==> src/rtl/hazard_controller.sv <==
// hazard_controller: fetch/decode/execute stall/flush sequencer; define HAZARD_PERF_EN to add the stall-cycle counter
module hazard_controller #(
  parameter int AWIDTH       = 5,
  parameter int FLUSH_CYCLES = 2,
  parameter int LOAD_LAT     = 1,
  parameter int CNT_WIDTH    = 16
) (
  input  logic              h_clk,
  input  logic              h_rst,
  input  logic              h_i_id_ce,
  input  logic [AWIDTH-1:0] h_i_id_rs1,
  input  logic [AWIDTH-1:0] h_i_id_rs2,
  input  logic              h_i_ex_ce,
  input  logic [AWIDTH-1:0] h_i_ex_rd,
  input  logic              h_i_ex_load,
  input  logic              h_i_ex_redirect,
  input  logic              h_i_ex_busy,
  input  logic              h_i_halt,
  output logic              h_o_if_stall,
  output logic              h_o_id_stall,
  output logic              h_o_id_flush,
  output logic              h_o_ex_flush,
`ifdef HAZARD_PERF_EN
  input  logic                 h_i_cnt_clr,
  output logic [CNT_WIDTH-1:0] h_o_stall_cnt,
`endif
  output logic [2:0]        h_o_state
);
  localparam int MAXC = FLUSH_CYCLES > LOAD_LAT ? FLUSH_CYCLES : LOAD_LAT;
  localparam int CW = $clog2(MAXC + 1);
  localparam logic [CW-1:0] FC_LOAD = CW'(FLUSH_CYCLES - 1);
  localparam logic [CW-1:0] LL_LOAD = CW'(LOAD_LAT - 1);
  typedef enum logic [2:0] {RUN = 3'd0, LDSTALL = 3'd1, FLUSH = 3'd2, BUSY = 3'd3, HALT = 3'd4} state_t;
  state_t state, state_n;
  logic [CW-1:0] cnt, cnt_n;
  logic ld_use, stall, id_flush, ex_flush;
  assign ld_use = h_i_ex_ce & h_i_ex_load & h_i_id_ce & (h_i_ex_rd != '0) &
                  ((h_i_ex_rd == h_i_id_rs1) | (h_i_ex_rd == h_i_id_rs2));
  always_comb begin
    state_n  = RUN;
    cnt_n    = cnt;
    stall    = 1'b0;
    id_flush = 1'b0;
    ex_flush = 1'b0;
    case (state)
      RUN: begin
        if (h_i_halt) begin
          stall   = 1'b1;
          state_n = HALT;
        end else if (h_i_ex_redirect) begin
          id_flush = 1'b1;
          ex_flush = 1'b1;
          cnt_n    = FC_LOAD;
          state_n  = FLUSH_CYCLES == 1 ? RUN : FLUSH;
        end else if (h_i_ex_busy) begin
          stall   = 1'b1;
          state_n = BUSY;
        end else if (ld_use) begin
          stall    = 1'b1;
          ex_flush = 1'b1;
          cnt_n    = LL_LOAD;
          state_n  = LOAD_LAT == 1 ? RUN : LDSTALL;
        end
      end
      LDSTALL: begin
        if (h_i_ex_redirect) begin
          id_flush = 1'b1;
          ex_flush = 1'b1;
          cnt_n    = FC_LOAD;
          state_n  = FLUSH_CYCLES == 1 ? RUN : FLUSH;
        end else begin
          stall    = 1'b1;
          ex_flush = 1'b1;
          cnt_n    = cnt != '0 ? cnt - CW'(1) : cnt;
          state_n  = cnt <= CW'(1) ? RUN : LDSTALL;
        end
      end
      FLUSH: begin
        id_flush = 1'b1;
        ex_flush = h_i_ex_redirect;
        cnt_n    = h_i_ex_redirect ? FC_LOAD : cnt != '0 ? cnt - CW'(1) : cnt;
        state_n  = h_i_ex_redirect || cnt > CW'(1) ? FLUSH : RUN;
      end
      BUSY: begin
        stall   = h_i_ex_busy;
        state_n = h_i_ex_busy ? BUSY : h_i_halt ? HALT : RUN;
      end
      HALT: begin
        stall   = h_i_halt;
        state_n = h_i_halt ? HALT : RUN;
      end
      default: begin
        id_flush = 1'b1;
        ex_flush = 1'b1;
      end
    endcase
    if (h_rst) begin
      stall    = 1'b0;
      id_flush = 1'b1;
      ex_flush = 1'b1;
    end
  end
  always_ff @(posedge h_clk or posedge h_rst)
    if (h_rst) begin
      state <= RUN;
      cnt   <= '0;
    end else begin
      state <= state_n;
      cnt   <= cnt_n;
    end
  assign h_o_if_stall = stall;
  assign h_o_id_stall = stall;
  assign h_o_id_flush = id_flush;
  assign h_o_ex_flush = ex_flush;
  assign h_o_state    = state;
`ifdef HAZARD_PERF_EN
  always_ff @(posedge h_clk or posedge h_rst)
    if (h_rst)
      h_o_stall_cnt <= '0;
    else if (h_i_cnt_clr)
      h_o_stall_cnt <= '0;
    else if (stall && !(&h_o_stall_cnt))
      h_o_stall_cnt <= h_o_stall_cnt + CNT_WIDTH'(1);
`endif
endmodule
==> config.mk <==
export PLATFORM = sky130hd
export DESIGN_NAME = hazard_controller
export DESIGN_NICKNAME = d
export VERILOG_FILES = /design/src/rtl/hazard_controller.sv
export SDC_FILE = /design/constraint.sdc
export NUM_CORES = 1
export LEC_CHECK = 0
export CAP_MARGIN = 10
export CORE_MARGIN = 5
export CORE_UTILIZATION = 42
export DETAILED_ROUTE_END_ITERATION = 10
export GPL_TIMING_DRIVEN = 0
export PLACE_DENSITY = 0.82
export SYNTH_ARGS = -nofsm -noshare
export SYNTH_HDL_FRONTEND = slang
export SYNTH_SLANG_ARGS = --single-unit
==> constraint.sdc <==
create_clock -name h_clk -period 5.19 [get_ports h_clk]
set_input_delay 1.2975 -clock h_clk [delete_from_list [all_inputs] [get_ports h_clk]]
set_output_delay 1.2975 -clock h_clk [all_outputs]
set_load 0.01 [all_outputs]
==> impl_metrics.csv <==
group,metric,value,unit
clock_tree,worst_skew_pair.late_latency,240,ps
logic_synthesis,synth-edff-count,0,
grt,use_met3,4.89,%
setup_path,critPathKind,"primary input to output pin",
sta,fin_crit,5080,ps
logic_synthesis,ys_seq_area_share,20.1,%
setup_path,cp-start-kind,"primary input",
floorplanning,num_rows,13,
sta,drv_slew,0,
logic_synthesis,synth_top_area_share,20.1,%
floorplanning,core_area,1350,sq um
place,hpwlAfterDp,1410,microns
sta,finalSetupTns,0,ps
job,drv_cap,0,
clock_tree,clock-root-buffer,"clkbuf_4",
floorplanning,initial_core_util,46.1,%
logic_synthesis,yosysMostFrequentCell,"nor2_1",
logic_synthesis,avgSynthCellArea,7.32,sq um
sta,fin_skew,1.14,ps
floorplanning,die_area,2350,sq um
sta,fmax,0.197,GHz
floorplanning,pin_count,30,
detailed_routing,routed_wl,1720,microns
sta,tightest_slew,445,ps
logic_synthesis,synth_area_leaders,"dfrtp_1 (20%), xor2_1 (14%), nor2_1 (7.2%)",
layout,fin_util,72.1,%
logic_synthesis,ys_types,31,
hold_path,hold_class,"flip-flop to flip-flop",
power_and_ir_drop,p_per_area,230,nW/um^2
logic_synthesis,synth_common_cells,"nor2_1 (12), xor2_1 (10), a21oi_1 (6), inv_1 (6), nand2_1 (6)",
grt,grt.overflow.total,0,
sta,slew_headroom,70.3,%
grt,antenna_found_initial,0,
layout,nNetsFinal,144,
layout,final_area,973,sq um
setup_path,cp_cell_sequence,"clkdlybuf4s50_1, xor2_1, nor3_2, a22oi_2, or4_1, a311oi_2, buf_4, clkdlybuf4s50_1",
detailed_routing,vias_per_cell,5.33,
grt,use_met2,23.9,%
layout,syn2layout_area_growth,56.5,%
power_and_ir_drop,ir_drop,0.210,mV
floorplanning,fp.dieH,48.5,microns
grt,grt_usage,14.6,%
power_and_ir_drop,p_leak,0.383,nW
logic_synthesis,synth_ff_type,"dfrtp_1",
clock_tree,cts.sinks,5,
layout,layout-drive-gt1-share,8.47,%
grt,use_met1,16.3,%
power_and_ir_drop,power,224,uW
detailed_routing,antenna_left,0,
place,dpl-instance-area,931,sq um
clock_tree,clk_pin_slew,40,ps
place,gp_congestion,0.839,
clock_tree,cts_tree,"yes",
grt,grt_pass1_wl,2820,microns
place,portBuffers,29,
detailed_routing,drcViolationCount,0,
logic_synthesis,ys_ff_latch,5,
setup_path,crit_path_max_incr_delay,530,ps
sta,rsz0062_at_grt,"no",
logic_synthesis,yosys_warnings,0,
detailed_routing,dr.pass1.iters,4,
setup_path,endpoint_kind,"output pin",
grt,grt_pass1_vias,667,
setup_path,worst_path_max_delay_cell,"or4_1",
logic_synthesis,synth_cells,85,
logic_synthesis,synth_nets,110,
clock_tree,cts.path.max_buffers,2,
detailed_routing,vias,709,
sta,finalHoldViolCount,0,
setup_path,crit_fanout,3,
detailed_routing,routedWlPerCell,12.9,microns
setup_path,crit_top_cell,"clkdlybuf4s50_1",
logic_synthesis,synth_top_cell_by_area,"dfrtp_1",
detailed_routing,drt-initial-drc-count,15,
logic_synthesis,netlist_area,622,sq um
grt,busiest_layer,"met2",
layout,fillers,107,
clock_tree,numCtsBuffers,3,
clock_tree,ctsHoldBuffers,0,
setup_path,crit_required,3890,ps
layout,antenna_cells,0,
sta,setup_violations,0,
sta,fin_crit_sh,97.9,%
grt,grt_max_degree,11,
setup_path,crit_arrival,3780,ps
clock_tree,htreeDepth,1,
status,status,"finished, final reports clean",
floorplanning,die_w,48.5,microns
logic_synthesis,async_flop_share,100,%
## registers in the layout (all words and copies together), names as in the netlist
signal	count
cnt	2
h_o_state	3
## critical path, delay by kind of cell
family	cells	cell delay (ps)
buffers and inverters	3	1130
AOI/OAI and AO/OA	2	410
xor gates and xnor gates	1	200
and+or+nand+nor	2	750
## cells by family (layout without fill, tap and decap cells)
kind of cell	Yosys count	count (layout)	synth area share (%)
AOI/OAI and AO/OA	21	21	23.1
DFF	5	5	20.1
and+or+nand+nor	32	32	25.2
muxes	2	2	3.22
xor gates and xnor gates	11	11	15.5
buffers and inverters	11	44	7.24
adders and majority gates	3	3	5.63
## final timing paths
kind	from	to	slack (ps)	depth (start not counted)
setup reg to reg	h_o_state[2]	cnt[1]	3270	6
max in group asynchronous	h_rst	cnt[0]	3640	2
setup / recovery	h_i_ex_rd[1]	h_o_if_stall	110	8
min in group asynchronous	h_rst	h_o_state[2]	1360	2
hold reg to reg	cnt[0]	cnt[0]	590	2
hold / removal	cnt[0]	cnt[0]	590	2
## layout by cell type (no fill, tap or decap), types with 3 or more instances in the layout
cell and count:
nor2b_1 3, xor2_1 10, nor2_1 12, clkbuf_1 5, a31oi_1 3, a21oi_1 6
clkbuf_4 3, dfrtp_1 5, clkdlybuf4s50_1 29, nand2_1 6, inv_1 6
## metal layers
| layer | up-vias | part of all wire (%) |
|---|---|---|
| li1 | 361 | - |
| met1 | 324 | 39 |
| met2 | 18 | 54 |
| met3 | 6 | 5.4 |
| met4 | 0 | 2.0 |
| met5 | - | 0 |
## metrics by stage
step | instances | hold slack (ps) | worst slack (ps)
after global placement | 129 | 559 | 29.5
after global routing | 133 | 653 | 9.81
final | 133 | 589 | 109
after detailed placement | 129 | 582 | 22.2
after CTS | 133 | 588 | 17.8
after floorplan | 85 | 520 | 979
## final cells by class
| class | instances | area [sq um] | share of cell area (%) |
|---|---|---|---|
| inverter | 6 | 22.5 | 2.31 |
| multi-input combinational | 69 | 468 | 48.1 |
| tap | 15 | 18.8 | 1.93 |
| buffer | 5 | 22.5 | 2.31 |
| timing repair buffer | 29 | 290 | 29.8 |
| clock buffer | 4 | 26.3 | 2.70 |
| sequential | 5 | 125 | 12.9 |
## power breakdown
part	leakage, nW	internal (mW)	switching, mW	total (mW)
Sequential	0.0642	0.0480	0.00612	0.0541
Clock	0.0150	0.0290	0.0145	0.0435
Combinational	0.304	0.0642	0.0620	0.126
## repair_timing
action	CTS	global route
endpoints found under the setup margin	0	2
setup buffers	0	0
resized for setup	0	3
No activity file was read; power rests on OpenSTA's default activity.
